$ cat config.mk
export PLATFORM = sky130hd
export DESIGN_NAME = noc_credit_rx_buffer_flat
export DESIGN_NICKNAME = d
export VERILOG_FILES = /design/src/rtl/noc_credit_rx_buffer_if.sv /design/src/rtl/noc_credit_rx_buffer.sv /design/src/flat_wrapper.sv
export SDC_FILE = /design/constraint.sdc
export NUM_CORES = 1
export LEC_CHECK = 0
export BUFFER_PORTS_ARGS = -buffer_cell sky130_fd_sc_hd__buf_2
export CAP_MARGIN = 10
export CORE_MARGIN = 5
export CORE_UTILIZATION = 59
export CTS_CLUSTER_DIAMETER = 40
export DETAILED_ROUTE_END_ITERATION = 6
export PLACE_DENSITY = 0.78
export SETUP_SLACK_MARGIN = 0.5
export SLEW_MARGIN = 20
export SYNTH_ARGS = -nofsm -noshare
export SYNTH_HDL_FRONTEND = slang
export SYNTH_SLANG_ARGS = --single-unit
$ cat constraint.sdc
create_clock -name clk -period 8.1 [get_ports clk]
set_clock_uncertainty 0.1 [all_clocks]
set_input_delay 0.405 -clock clk [delete_from_list [all_inputs] [get_ports clk]]
set_output_delay 0.405 -clock clk [all_outputs]
set_load 0.05 [all_outputs]
$ cat src/rtl/noc_credit_rx_buffer_if.sv
// noc_credit_rx_buffer_if: credit link from the sender plus the valid/ready flit stream to downstream
interface noc_credit_rx_buffer_if #(
    parameter int FLIT_WIDTH  = 128,
    parameter int TDEST_WIDTH = 3
);
    logic [FLIT_WIDTH-1:0]  data_in;
    logic [TDEST_WIDTH-1:0] dest_in;
    logic                   is_tail_in;
    logic                   send_in;
    logic                   credit_out;
    logic                   flit_valid;
    logic                   flit_ready;
    logic [FLIT_WIDTH-1:0]  flit_data;
    logic [TDEST_WIDTH-1:0] flit_dest;
    logic                   flit_is_tail;
    logic                   flit_is_head;
    modport master (
        output data_in, dest_in, is_tail_in, send_in, flit_ready,
        input  credit_out, flit_valid, flit_data, flit_dest, flit_is_tail, flit_is_head
    );
    modport slave (
        input  data_in, dest_in, is_tail_in, send_in, flit_ready,
        output credit_out, flit_valid, flit_data, flit_dest, flit_is_tail, flit_is_head
    );
endinterface

$ cat src/rtl/noc_credit_rx_buffer.sv
// noc_credit_rx_buffer: credit-returning FWFT flit FIFO with head tagging, overflow flag and packet counter
module noc_credit_rx_buffer #(
    parameter int FLIT_WIDTH        = 128,
    parameter int TDEST_WIDTH       = 3,
    parameter int FLIT_BUFFER_DEPTH = 4,
    parameter int PKT_CNT_WIDTH     = 16
) (
    input  logic                     clk,
    input  logic                     rst_n,
    noc_credit_rx_buffer_if.slave    link,
    output logic                     overflow_err,
    output logic [PKT_CNT_WIDTH-1:0] pkt_count
);
    localparam int AW = $clog2(FLIT_BUFFER_DEPTH);
    localparam logic [AW:0] FULL = (AW+1)'(FLIT_BUFFER_DEPTH);
    typedef struct packed {
        logic [FLIT_WIDTH-1:0]  data;
        logic [TDEST_WIDTH-1:0] dest;
        logic                   tail;
        logic                   head;
    } entry_t;
    entry_t mem_q [FLIT_BUFFER_DEPTH];
    entry_t mem_d [FLIT_BUFFER_DEPTH];
    entry_t head_e;
    logic [AW-1:0] rd_ptr_q, rd_ptr_d, wr_ptr_q, wr_ptr_d;
    logic [AW:0] count_q, count_d;
    logic mid_pkt_q, mid_pkt_d, credit_q, credit_d, ovf_q, ovf_d;
    logic [PKT_CNT_WIDTH-1:0] pkt_q, pkt_d;
    logic deq, push;
    // A full FIFO still accepts when the head leaves in the same cycle
    always_comb begin
        head_e    = mem_q[rd_ptr_q];
        deq       = (count_q != '0) & link.flit_ready;
        push      = link.send_in & ((count_q != FULL) | deq);
        mem_d     = mem_q;
        mem_d[wr_ptr_q] = push ? entry_t'{data: link.data_in, dest: link.dest_in,
                                          tail: link.is_tail_in, head: ~mid_pkt_q}
                               : mem_q[wr_ptr_q];
        rd_ptr_d  = rd_ptr_q + AW'(deq);
        wr_ptr_d  = wr_ptr_q + AW'(push);
        count_d   = count_q + (AW+1)'(push) - (AW+1)'(deq);
        mid_pkt_d = push ? ~link.is_tail_in : mid_pkt_q;
        credit_d  = deq;
        ovf_d     = ovf_q | (link.send_in & ~push);
        pkt_d     = pkt_q + PKT_CNT_WIDTH'(deq & head_e.tail);
    end
    always_ff @(posedge clk or negedge rst_n) begin
        if (!rst_n) begin
            rd_ptr_q  <= '0;
            wr_ptr_q  <= '0;
            count_q   <= '0;
            mid_pkt_q <= 1'b0;
            credit_q  <= 1'b0;
            ovf_q     <= 1'b0;
            pkt_q     <= '0;
        end else begin
            rd_ptr_q  <= rd_ptr_d;
            wr_ptr_q  <= wr_ptr_d;
            count_q   <= count_d;
            mid_pkt_q <= mid_pkt_d;
            credit_q  <= credit_d;
            ovf_q     <= ovf_d;
            pkt_q     <= pkt_d;
        end
    end
    // Storage needs no reset: entries are only observed while count is non-zero
    always_ff @(posedge clk) mem_q <= mem_d;
    assign link.credit_out   = credit_q;
    assign link.flit_valid   = count_q != '0;
    assign link.flit_data    = head_e.data;
    assign link.flit_dest    = head_e.dest;
    assign link.flit_is_tail = head_e.tail;
    assign link.flit_is_head = (count_q != '0) & head_e.head;
    assign overflow_err      = ovf_q;
    assign pkt_count         = pkt_q;
endmodule
$ cat src/flat_wrapper.sv
// flat-port wrapper written by rule: the top's interface ports become plain ports
module noc_credit_rx_buffer_flat 
#(
    parameter int FLIT_WIDTH        = 128,
    parameter int TDEST_WIDTH       = 3,
    parameter int FLIT_BUFFER_DEPTH = 4,
    parameter int PKT_CNT_WIDTH     = 16
)
  (clk, rst_n, overflow_err, pkt_count, link_data_in, link_dest_in, link_is_tail_in, link_send_in, link_flit_ready, link_credit_out, link_flit_valid, link_flit_data, link_flit_dest, link_flit_is_tail, link_flit_is_head);
  noc_credit_rx_buffer_if #(.FLIT_WIDTH(FLIT_WIDTH), .TDEST_WIDTH(TDEST_WIDTH)) link_i ();
  input  logic clk;
  input  logic rst_n;
  output logic overflow_err;
  output logic [PKT_CNT_WIDTH-1:0] pkt_count;
  input wire logic [$bits(link_i.data_in)-1:0] link_data_in;
  input wire logic [$bits(link_i.dest_in)-1:0] link_dest_in;
  input wire logic [$bits(link_i.is_tail_in)-1:0] link_is_tail_in;
  input wire logic [$bits(link_i.send_in)-1:0] link_send_in;
  input wire logic [$bits(link_i.flit_ready)-1:0] link_flit_ready;
  output wire logic [$bits(link_i.credit_out)-1:0] link_credit_out;
  output wire logic [$bits(link_i.flit_valid)-1:0] link_flit_valid;
  output wire logic [$bits(link_i.flit_data)-1:0] link_flit_data;
  output wire logic [$bits(link_i.flit_dest)-1:0] link_flit_dest;
  output wire logic [$bits(link_i.flit_is_tail)-1:0] link_flit_is_tail;
  output wire logic [$bits(link_i.flit_is_head)-1:0] link_flit_is_head;
  assign link_i.data_in = link_data_in;
  assign link_i.dest_in = link_dest_in;
  assign link_i.is_tail_in = link_is_tail_in;
  assign link_i.send_in = link_send_in;
  assign link_i.flit_ready = link_flit_ready;
  assign link_credit_out = link_i.credit_out;
  assign link_flit_valid = link_i.flit_valid;
  assign link_flit_data = link_i.flit_data;
  assign link_flit_dest = link_i.flit_dest;
  assign link_flit_is_tail = link_i.flit_is_tail;
  assign link_flit_is_head = link_i.flit_is_head;
  noc_credit_rx_buffer #(.FLIT_WIDTH(FLIT_WIDTH), .TDEST_WIDTH(TDEST_WIDTH), .FLIT_BUFFER_DEPTH(FLIT_BUFFER_DEPTH), .PKT_CNT_WIDTH(PKT_CNT_WIDTH)) u_core (.clk(clk), .rst_n(rst_n), .link(link_i), .overflow_err(overflow_err), .pkt_count(pkt_count));
endmodule
# ---- After elaboration in Yosys (flattened, before gate mapping)
# Index checks and enable logic that the tools add are counted.
dict set report totals {
  register_bits 558
  in_bits 136
  elab_cells 56
}
dict set report classes {
  add_sub_neg 5
  n_lt_le_gt_ge 3
  eq_ne 1
  mux 10
  bitwise 12
  reduce_logical 2
}
# cell count
set op_table {}
lappend op_table {{133-bit 2-to-1 mux} 6}
lappend op_table {{133-bit binary-select mux with 2-bit select} 2}
lappend op_table {{532-bit bitwise mux} 1}
lappend op_table {{133-bit demux with 2-bit select} 1}
lappend op_table {{16-bit adder} 1}
lappend op_table {{3-bit >= comparator, second input constant} 2}
lappend op_table {{2-bit NOT with 3-bit output} 2}
lappend op_table {{1-bit AND} 5}
lappend op_table {{2-bit by 1-bit adder with 2-bit output} 2}
lappend op_table {{3-bit by 1-bit adder with 3-bit output} 1}
lappend op_table {{3-bit by 1-bit < comparator with 1-bit output, second input constant} 1}
lappend op_table {{3-bit inequality test, second input constant} 1}
lappend op_table {{1-bit NOT} 3}
lappend op_table {{3-bit nonzero test} 1}
lappend op_table {{3-bit by 1-bit subtractor with 3-bit output} 1}
lappend op_table {{1-bit OR} 2}
lappend op_table {{1-bit logical AND} 1}

# ---- Logic depth before layout (Yosys ltp)
# Gate-level depths: netlist of the first run.
dict set report depth {
  depth_word 7
  depth_mapped 10
}

# ---- Worst setup path after synthesis of the first run
# OpenSTA, ideal clock, no wires.
dict set report synth_path {
  path_type {reg2reg}
  start {register u_core.wr_ptr_q[1]}
  end {register u_core.mem_q[133] (netlist bit), enable pin}
  t_arrival_ps 6724
  required_ps 7357
  setup_slack_ps 633
  path_stages_with_launch 4
  path_buffers 2
  cell_sequence {dfrtp_1 > buf_4 > clkbuf_1 > nor2b_1}
}
dict set report synth_between {
  elab_chain_len 6
  word_cells_on_any_way 11
  cone_classes {order compare (2); mux (7); bitwise (1); reduce/logical (1)}
}
# element line
set synth_rtl {}
lappend synth_rtl {{start, declared} noc_credit_rx_buffer.sv:25} ;# logic [AW-1:0] rd_ptr_q, rd_ptr_d, wr_ptr_q, wr_ptr_d;
lappend synth_rtl {{start signal, assigned} noc_credit_rx_buffer.sv:58} ;# wr_ptr_q <= wr_ptr_d;
lappend synth_rtl {{2-bit NOT with 3-bit output *} {noc_credit_rx_buffer.sv:36, noc_credit_rx_buffer.sv:38}}
lappend synth_rtl {{3-bit >= comparator (implied by the code) (tied with other cells)} noc_credit_rx_buffer.sv:36} ;# mem_d[wr_ptr_q] = push ? entry_t'{data: link.data_in, dest: link.dest_in,
lappend synth_rtl {{1-bit logical AND (implied by the code) / 133-bit 2-to-1 mux (equally long branches)} {noc_credit_rx_buffer.sv:36, noc_credit_rx_buffer.sv:38}}
lappend synth_rtl {{133-bit 2-to-1 mux (on tied branches)} {noc_credit_rx_buffer.sv:36, noc_credit_rx_buffer.sv:38}}
lappend synth_rtl {{133-bit demux with 2-bit select / 133-bit 2-to-1 mux (equally long branches)} noc_credit_rx_buffer.sv:36}
lappend synth_rtl {{532-bit bitwise mux *} noc_credit_rx_buffer.sv:36}
lappend synth_rtl {{end signal, assigned} noc_credit_rx_buffer.sv:67} ;# always_ff @(posedge clk) mem_q <= mem_d;
lappend synth_rtl {{end, declared} noc_credit_rx_buffer.sv:22} ;# entry_t mem_q [FLIT_BUFFER_DEPTH];
# Every way passes the cells marked *; elsewhere a longest branch is shown, timed or not. The select of a mux whose other input is x is not followed.
# A chain may end at the register's enable or synchronous reset.

# ---- Worst setup path after layout of the first run
dict set report layout_path {
  start {register u_core.rd_ptr_q[0]}
  end {output port link_flit_data[34]}
}
dict set report layout_between {
  elab_chain_len 4
}
# element line
set layout_rtl {}
lappend layout_rtl {{start, declared} noc_credit_rx_buffer.sv:25}
lappend layout_rtl {{start signal, assigned} noc_credit_rx_buffer.sv:57} ;# rd_ptr_q <= rd_ptr_d;
lappend layout_rtl {{2-bit NOT with 3-bit output (implied by the code)} noc_credit_rx_buffer.sv:32} ;# head_e = mem_q[rd_ptr_q];
lappend layout_rtl {{133-bit binary-select mux with 2-bit select} noc_credit_rx_buffer.sv:32}
lappend layout_rtl {{133-bit 2-to-1 mux (implied by the code) (2 in series)} noc_credit_rx_buffer.sv:32}
lappend layout_rtl {{end, declared} flat_wrapper.sv:22} ;# output wire logic [$bits(link_i.flit_data)-1:0] link_flit_data;
# No other way between the ends. The select of a mux whose other input is x is not followed.

==> flow_summary_export.csv, run 1 <==
group,metric,value,unit
clock_tree,cts_buffer_depth,3,
clock_tree,cts_made_buffers,68,
worst_setup_path,worstPathRequired,7600,ps
timing,worst_pin_slew,1070,ps
timing,setup_tns,0,ps
flow_run,maxCapViolCount,0,
synth,yosysTopAreaCell,"edfxtp_1",
run_status,status,"finished clean",
drt,drcViolationCount,0,
die,initial_utilization,59.9,%
place,dp_hpwl,32100,microns
synth,yosysSeqAreaShare,65.7,%
timing,rsz0062_at_grt,"no",
place,portBuffers,287,
synth,async_reset_ff_share,4.66,%
min_path,holdPathEnd,"u_core.mem_q[471]",
worst_setup_path,start_kind,"register",
clock_tree,postCtsHoldBufs,3,
synth,synthesis.area_per_instance,23.0,sq um
die,core_area,42200,sq um
drt,dr.pass1.iters,5,
drt,drt-vias-per-instance,6.45,
worst_setup_path,worstPathArrival,3640,ps
die,num_rows,75,
drt,num_vias,12900,
synth,synthDistinctLibCells,31,
global_route,grt_max_degree,68,
global_route,grt_pass1_wl,83000,microns
synth,yosys.cell_count.top_type,"edfxtp_1",
final_layout,area_growth,16.1,%
synth,synth_top_area_share,63.1,%
timing,clock.fmax,241,MHz
die,die_y,217,microns
synth,synth_area,25300,sq um
die,io_pins,288,
min_path,hold_path.class,"in -> reg",
worst_setup_path,r2r_start,"u_core.wr_ptr_q[1]",
clock_tree,clk_pin_slew_worst_paths,50,ps
synth,synth_edf_count,532,
worst_setup_path,crit_type,"reg -> out",
clock_tree,cts_tree,"done",
drt,drtIter0Drc,908,
final_layout,fin_nets,1549,
timing,min_period,4150,ps
timing,finalHoldViolCount,0,
timing,setup_viol,0,
clock_tree,cts_sinks,558,
place,gp_congestion,0.794,
global_route,grt_pass1_vias,14000,
clock_tree,cts_setup_buffers,0,
worst_setup_path,r2r_end,"u_core.mem_q[139]",
worst_setup_path,startpoint,"u_core.rd_ptr_q[0]",
drt,drt.antenna.violating_nets,0,
die,die_area,47100,sq um
synth,synth_cells,1101,
synth,ys.flop_type,"edfxtp_1",
synth,synth_nets,1243,
min_path,min-delay-start,"link_data_in[67]",
timing,relSlewSlack,28.4,%
synth,synthTopCellsByCount,"532 x edfxtp_1, 263 x mux4_2, 90 x mux2_2",
clock_tree,htreeDepth,3,
die,die_w,217,microns
clock_tree,cts_resized,0,
timing,slew_viol_final,0,
worst_setup_path,crit_fanout,38,
synth,ys_ff_latch,558,
timing,post-route-period-util,51.2,%
worst_setup_path,r2r_setup_slack,4420,ps
clock_tree,clk_latency,570,ps
synth,synth_area_leaders,"edfxtp_1 63%, mux4_2 23%, mux2_2 4.0%, dfrtp_1 2.6%, mux2_4 2.5%",
min_path,min_path_cells,2,
global_route,grt_usage,23.1,%
worst_setup_path,crit_path_end_kind,"output port",
global_route,grt_overflow,0,
clock_tree,root_buffer,"clkbuf_16",
worst_setup_path,rr_worst_depth,3,
drt,drt_wl_total,53700,microns
drt,wl_per_cell,26.8,microns
synth,yosys_warnings,0,
final_layout,drive_gt1_share,55.8,%
global_route,antenna_found_initial,5,
-- registers in the layout, indices dropped and copies added (netlist names) --
name                    flops
u_core.count_q              3
u_core.link.credit_out      1
u_core.rd_ptr_q             2
u_core.mem_q              532
u_core.pkt_count           16
u_core.overflow_err         1
u_core.mid_pkt_q            1
u_core.wr_ptr_q             2
-- cells by family after synthesis --
| kind of cell | share of synthesized area, % |
|---|---|
| simple gates | 0.781 |
| xor+xnor | 0.658 |
| buf+inv | 2.22 |
| mux | 30.3 |
| fa+ha+maj | 0.326 |
| flops | 65.7 |
| compound gates | 0.0692 |
-- stage by stage --
| step | cell area [sq um] | setup slack [ps] | std cells | hold slack [ps] | utilization [%] |
|---|---|---|---|---|---|
| 2_1_floorplan | 25300 | 633 | 1101 | 9.41 | - |
| 3_3_place_gp | 27100 | 4200 | 1872 | 336 | 64.1 |
| 3_5_place_dp | 27100 | 4230 | 1872 | 358 | 64.1 |
| 4_1_cts | 29400 | 3770 | 1996 | 32.6 | 69.5 |
| 5_1_grt | 29400 | 3620 | 2000 | 43.2 | 69.6 |
| 6_report | 29400 | 3950 | 2002 | 59.1 | 69.6 |
-- layout make-up --
type | instances | area (sq um)
sequential | 558 | 16600
fill | 2573 | 12800
multi-input combinational | 463 | 8150
clock buffer | 83 | 1830
timing repair buffer | 311 | 1640
tap | 539 | 674
clock inverter | 38 | 423
inverter | 5 | 18.8
antenna | 5 | 12.5
-- cells in the final DEF, fill, tap and decap left out, drive strengths merged, types with 4 or more instances in the layout --
master,count
buf,308
bufinv,8
clkbuf,83
clkinv,21
dfrtp,26
diode,5
edfxtp,532
ha,5
inv,12
mux2,132
mux4,266
nand2,7
nand3,7
nand4,4
nor2,5
xnor2,13
xor2,6
-- critical path: stages, from the launching register on --
cell and delay, ps:
dfrtp_4 750, buf_4 660, buf_4 750, mux4_2 630, buf_2 240
-- worst max path at each step --
stage                              end  slack, ps  cells after the start
global placement      u_core.mem_q[29]       4200                      3
CTS                 link_flit_data[34]       3770                      4
global route        link_flit_data[34]       3620                      4
finish              link_flit_data[34]       3950                      4
floorplan            u_core.mem_q[133]        630                      3
detailed placement    u_core.mem_q[11]       4230                      3
-- layer usage --
layer  track usage (%)  wire length, microns  share of wire [%]
met2              38.1                 27700                 52
met5                 0                    13              0.024
met3              4.95                  3610                6.7
met4              6.85                  1120                2.1
met1              31.8                 21300                 40
Power of run 1 is left out: the tool's default activity adds up to more than one toggle a clock period on the data nets, which glitch-free logic cannot reach.
==> run 2, diff against run 1 <==
Clock period 8.1 ns to 4.1 ns, I/O delays scaled along.
==> run 2 against run 1 <==
Compared with the run above: first-iteration DRC count up 28%; sequential share of layout area down 3.1 points; die area unchanged; global-route usage up 1.3 points; non-clock buffer count up 134; flip-flop and latch count unchanged; core utilization up 4.0 points; highest routed layer is now met4; final cell count up 7.1%; routed wire length up 4.6%; critical path depth down 1; register-to-register slack worse by 3200 ps; setup slack worse by 3000 ps; critical path type unchanged.
==> flow_summary_export.csv, run 2 (same netlist as run 1, synthesis figures left out) <==
group,metric,value,unit
run_status,status,"finished clean",
final_layout,num-fill-cells,2372,
clock_tree,cts_sinks,558,
worst_setup_path,crit_chain,"buf_4 -> mux4_2 -> buf_2",
drt,wl_per_cell,26.2,microns
worst_setup_path,startpoint,"u_core.rd_ptr_q[1]",
drt,drcViolationCount,0,
die,io_pins,288,
global_route,antenna_found_initial,2,
drt,drtIter0Drc,1162,
drt,drt_wl_total,56100,microns
place,portBuffers,287,
worst_setup_path,worstPathArrival,2830,ps
worst_setup_path,r2r_end,"u_core.mem_q[173]",
final_layout,final_common_cell,"edfxtp_1",
worst_setup_path,critPathSlowestCell,"buf_4",
worst_setup_path,r2r_setup_slack,1250,ps
worst_setup_path,crit_path_end_kind,"output port",
die,die_area,47100,sq um
flow_run,maxCapViolCount,0,
worst_setup_path,start_kind,"register",
place,pre_cts_slack,1190,ps
timing,relSlewSlack,28.6,%
final_layout,final_cell_mix,"532 x edfxtp_1, 287 x buf_2, 263 x mux4_2",
clock_tree,postCtsHoldBufs,136,
global_route,grt_overflow,0,
final_layout,largest_reg_flops,532,
drt,dr.pass1.iters,5,
clock_tree,htreeDepth,3,
final_layout,drive_gt1_share,51.8,%
drt,drt.antenna.violating_nets,0,
global_route,grt_max_degree,100,
timing,worst_pin_slew,1070,ps
worst_setup_path,crit_type,"reg -> out",
timing,post-route-period-util,76.5,%
timing,rsz0062_at_grt,"no",
worst_setup_path,worstPathRequired,3800,ps
drt,num_vias,13500,
timing,clock.fmax,319,MHz
global_route,grt_pass1_vias,15000,
clock_tree,cts_resized,0,
worst_setup_path,critPathMaxStageDelay,850,ps
timing,min_period,3140,ps
clock_tree,cts_tree,"done",
die,initial_utilization,59.9,%
worst_setup_path,crit_fanout,66,
timing,slew_viol_final,0,
die,die_y,217,microns
die,core_area,42200,sq um
clock_tree,clk_latency,600,ps
clock_tree,cts_made_buffers,74,
clock_tree,root_buffer,"clkbuf_16",
final_layout,fin_nets,1689,
min_path,hold_path.class,"in -> async",
place,gp_congestion,0.770,
clock_tree,cts_setup_buffers,0,
die,die_w,217,microns
timing,finalWorstSetupSlack,965,ps
timing,setup_viol,0,
drt,drt-vias-per-instance,6.28,
worst_setup_path,r2r_start,"u_core.wr_ptr_q[0]",
worst_setup_path,rr_worst_depth,3,
clock_tree,clk_pin_slew_worst_paths,60,ps
global_route,grt_pass1_wl,87900,microns
die,num_rows,75,
clock_tree,cts_buffer_depth,3,
place,dp_hpwl,31200,microns
final_layout,top_register,"u_core.mem_q",
final_layout,area_growth,22.8,%
global_route,grt_usage,24.4,%
timing,finalHoldViolCount,0,
-- run 2: final cells by class --
cell class	count	area (sq um)	area share (%)
timing repair buffer	445	3110	10.0
antenna	3	7.51	0.0242
inverter	5	18.8	0.0604
clock inverter	44	432	1.39
clock buffer	87	2040	6.56
multi-input combinational	463	8150	26.2
sequential	558	16600	53.6
tap	539	674	2.17
-- run 2: worst max path at each step --
stage,endpoint,slack (ps)
global route,link_flit_data[55],840
floorplan,u_core.mem_q[399],-710
detailed placement,u_core.mem_q[39],1190
finish,link_flit_data[55],960
global placement,u_core.mem_q[444],1240
CTS,link_flit_data[42],910
-- run 2: worst max-delay path, delay by kind of cell (launching register included) --
kind,cells,cell delay (ps)
mux,1,390
flops,1,620
buf+inv,2,1160
-- run 2: metrics by stage --
step / TNS (ps) / utilization (%) / cell area, sq um / hold slack [ps] / cells
floorplan: -187900 / - / 25300 / -191 / 1101
global placement: 0 / 64.5 / 27200 / 132 / 1874
detailed placement: 0 / 64.5 / 27200 / 145 / 1874
CTS: 0 / 73.6 / 31100 / 38.8 / 2141
global route: 0 / 73.6 / 31100 / 89.8 / 2143
finish: 0 / 73.6 / 31100 / 44.4 / 2144
-- run 2: layer usage --
metal	track usage [%]	vias up	share of wire [%]
met5	0	-	0
met2	41.4	544	52
met4	7.94	0	2.8
li1	-	5722	-
met3	5.53	109	6.7
met1	32.0	7082	38
Power of run 2 is left out for the same reason.
==> run 3, diff against run 2 <==
Clock period 4.1 ns to 2.95 ns, I/O delays scaled along.
==> run 3 against run 2 <==
Compared with the run above: routed wire length increased by 14%; first-iteration DRC count increased by 9.0%; global-route usage increased by 1.5 points; design area increased by 3.7%; core utilization increased by 2.7 points; final cell count increased by 1.8%; register-to-register slack got worse by 680 ps; count of clock-buffer cells in the layout decreased by 4.
==> flow_summary_export.csv, run 3 (same netlist as run 1, synthesis figures left out) <==
group,metric,value,unit
run_status,status,"finished clean",
place,dp_hpwl,32800,microns
final_layout,top_register,"u_core.mem_q",
drt,drt-vias-per-instance,6.48,
timing,min_period,2520,ps
global_route,grt_overflow,0,
worst_setup_path,crit_chain,"buf_4 -> buf_12 -> clkbuf_16 -> mux4_2 -> buf_2",
timing,relSlewSlack,64.4,%
worst_setup_path,crit_type,"reg -> out",
final_layout,drive_gt1_share,53.2,%
timing,post-route-period-util,85.3,%
place,dp.cells,1883,
worst_setup_path,critPathMaxStageDelay,510,ps
die,initial_utilization,59.9,%
clock_tree,htreeDepth,3,
die,die_area,47100,sq um
worst_setup_path,r2r_start,"u_core.rd_ptr_q[0]",
drt,drtIter0Drc,1266,
flow_run,maxCapViolCount,0,
clock_tree,cts_made_buffers,74,
clock_tree,clk_pin_slew_worst_paths,50,ps
die,die_w,217,microns
drt,drt.antenna.violating_nets,0,
drt,wl_per_cell,29.2,microns
final_layout,final_cell_mix,"532 x edfxtp_1, 263 x mux4_2, 217 x buf_2",
die,num_rows,75,
clock_tree,clk_latency,590,ps
worst_setup_path,crit_path_end_kind,"output port",
drt,drt_wl_total,63800,microns
global_route,grt_pass1_vias,15100,
worst_setup_path,crit_fanout,7,
global_route,grt_pass1_wl,92500,microns
final_layout,num-fill-cells,2169,
final_layout,area_growth,27.4,%
timing,clock.fmax,398,MHz
timing,rsz0062_at_grt,"yes",
die,io_pins,288,
final_layout,final_common_cell,"edfxtp_1",
worst_setup_path,r2r_end,"u_core.pkt_count[10]",
global_route,grt_max_degree,73,
worst_setup_path,rr_worst_depth,9,
die,die_y,217,microns
clock_tree,root_buffer,"clkbuf_16",
drt,num_vias,14100,
timing,slew_viol_final,0,
global_route,grt_usage,25.9,%
clock_tree,cts_buffer_depth,3,
timing,setup_viol,0,
final_layout,final_cells,2182,
clock_tree,cts_tree,"done",
clock_tree,cts_sinks,558,
worst_setup_path,worstPathArrival,2270,ps
timing,worst_pin_slew,533,ps
worst_setup_path,start_kind,"register",
final_layout,fin_nets,1724,
drt,drcViolationCount,0,
global_route,antenna_found_initial,5,
die,core_area,42200,sq um
place,portBuffers,287,
final_layout,final_core_util,76.3,%
final_layout,largest_reg_flops,532,
worst_setup_path,worstPathRequired,2700,ps
worst_setup_path,startpoint,"u_core.rd_ptr_q[0]",
worst_setup_path,r2r_setup_slack,570,ps
min_path,hold_path.class,"in -> reg",
worst_setup_path,critPathSlowestCell,"mux4_2",
drt,dr.pass1.iters,5,
timing,finalHoldViolCount,0,
worst_setup_path,cp-endpoint,"link_flit_data[12]",
place,gp_congestion,0.774,
run 3: worst min-delay path by stage:
stage / start / endpoint / slack (ps) / depth (start not counted)
3_5_place_dp: rst_n / u_core.pkt_count[0] / 80 / 1
6_report: link_is_tail_in / u_core.mid_pkt_q / 270 / 3
5_1_grt: link_is_tail_in / u_core.mid_pkt_q / 310 / 3
2_1_floorplan: rst_n / u_core.count_q[0] / -250 / 0
3_3_place_gp: rst_n / u_core.pkt_count[0] / 70 / 1
4_1_cts: link_is_tail_in / u_core.mid_pkt_q / 230 / 3
run 3: timing repair:
item                                   4_1_cts  5_1_grt
hold buffers                               138        0
gates resized for setup                     68       85
gates cloned                                 6        5
pin swaps                                    0        1
endpoints found under the hold margin      561        0
buffers inserted                             8        5
setup endpoints to repair                  132      384
run 3: metrics by stage:
step / TNS (ps) / hold slack, ps / area [sq um] / worst slack (ps)
finish: 0 / 270 / 32200 / 435
global route: 0 / 307 / 32200 / 374
floorplan: -105190 / -248 / 25400 / -304
global placement: 0 / 73.5 / 27400 / 575
CTS: 0 / 230 / 31800 / 394
detailed placement: 0 / 79.9 / 27400 / 555
run 3: worst max-delay path: cells and delay by family, from the launching register on:
kind,cells,cell delay [ps]
buffers and inverters,4,700
muxes,1,510
DFF,1,450
run 3: area by class of cell:
type / count / area [sq um] / share of cell area, %
Antenna cell: 3 / 7.51 / 0.0233
Sequential cell: 558 / 16600 / 51.6
Clock inverter: 51 / 638 / 1.98
Timing Repair Buffer: 480 / 4140 / 12.8
Inverter: 5 / 18.8 / 0.0582
Multi-Input combinational cell: 463 / 8190 / 25.4
Tap cell: 539 / 674 / 2.09
Clock buffer: 83 / 1930 / 5.98
run 3: per-layer routing:
| layer | vias up | global-route usage, % | part of all wire [%] |
|---|---|---|---|
| met5 | - | 0 | 0.042 |
| li1 | 5812 | - | - |
| met4 | 4 | 7.01 | 2.0 |
| met1 | 7472 | 35.6 | 37 |
| met2 | 749 | 42.9 | 52 |
| met3 | 97 | 5.82 | 8.4 |
Power of run 3 is left out for the same reason.
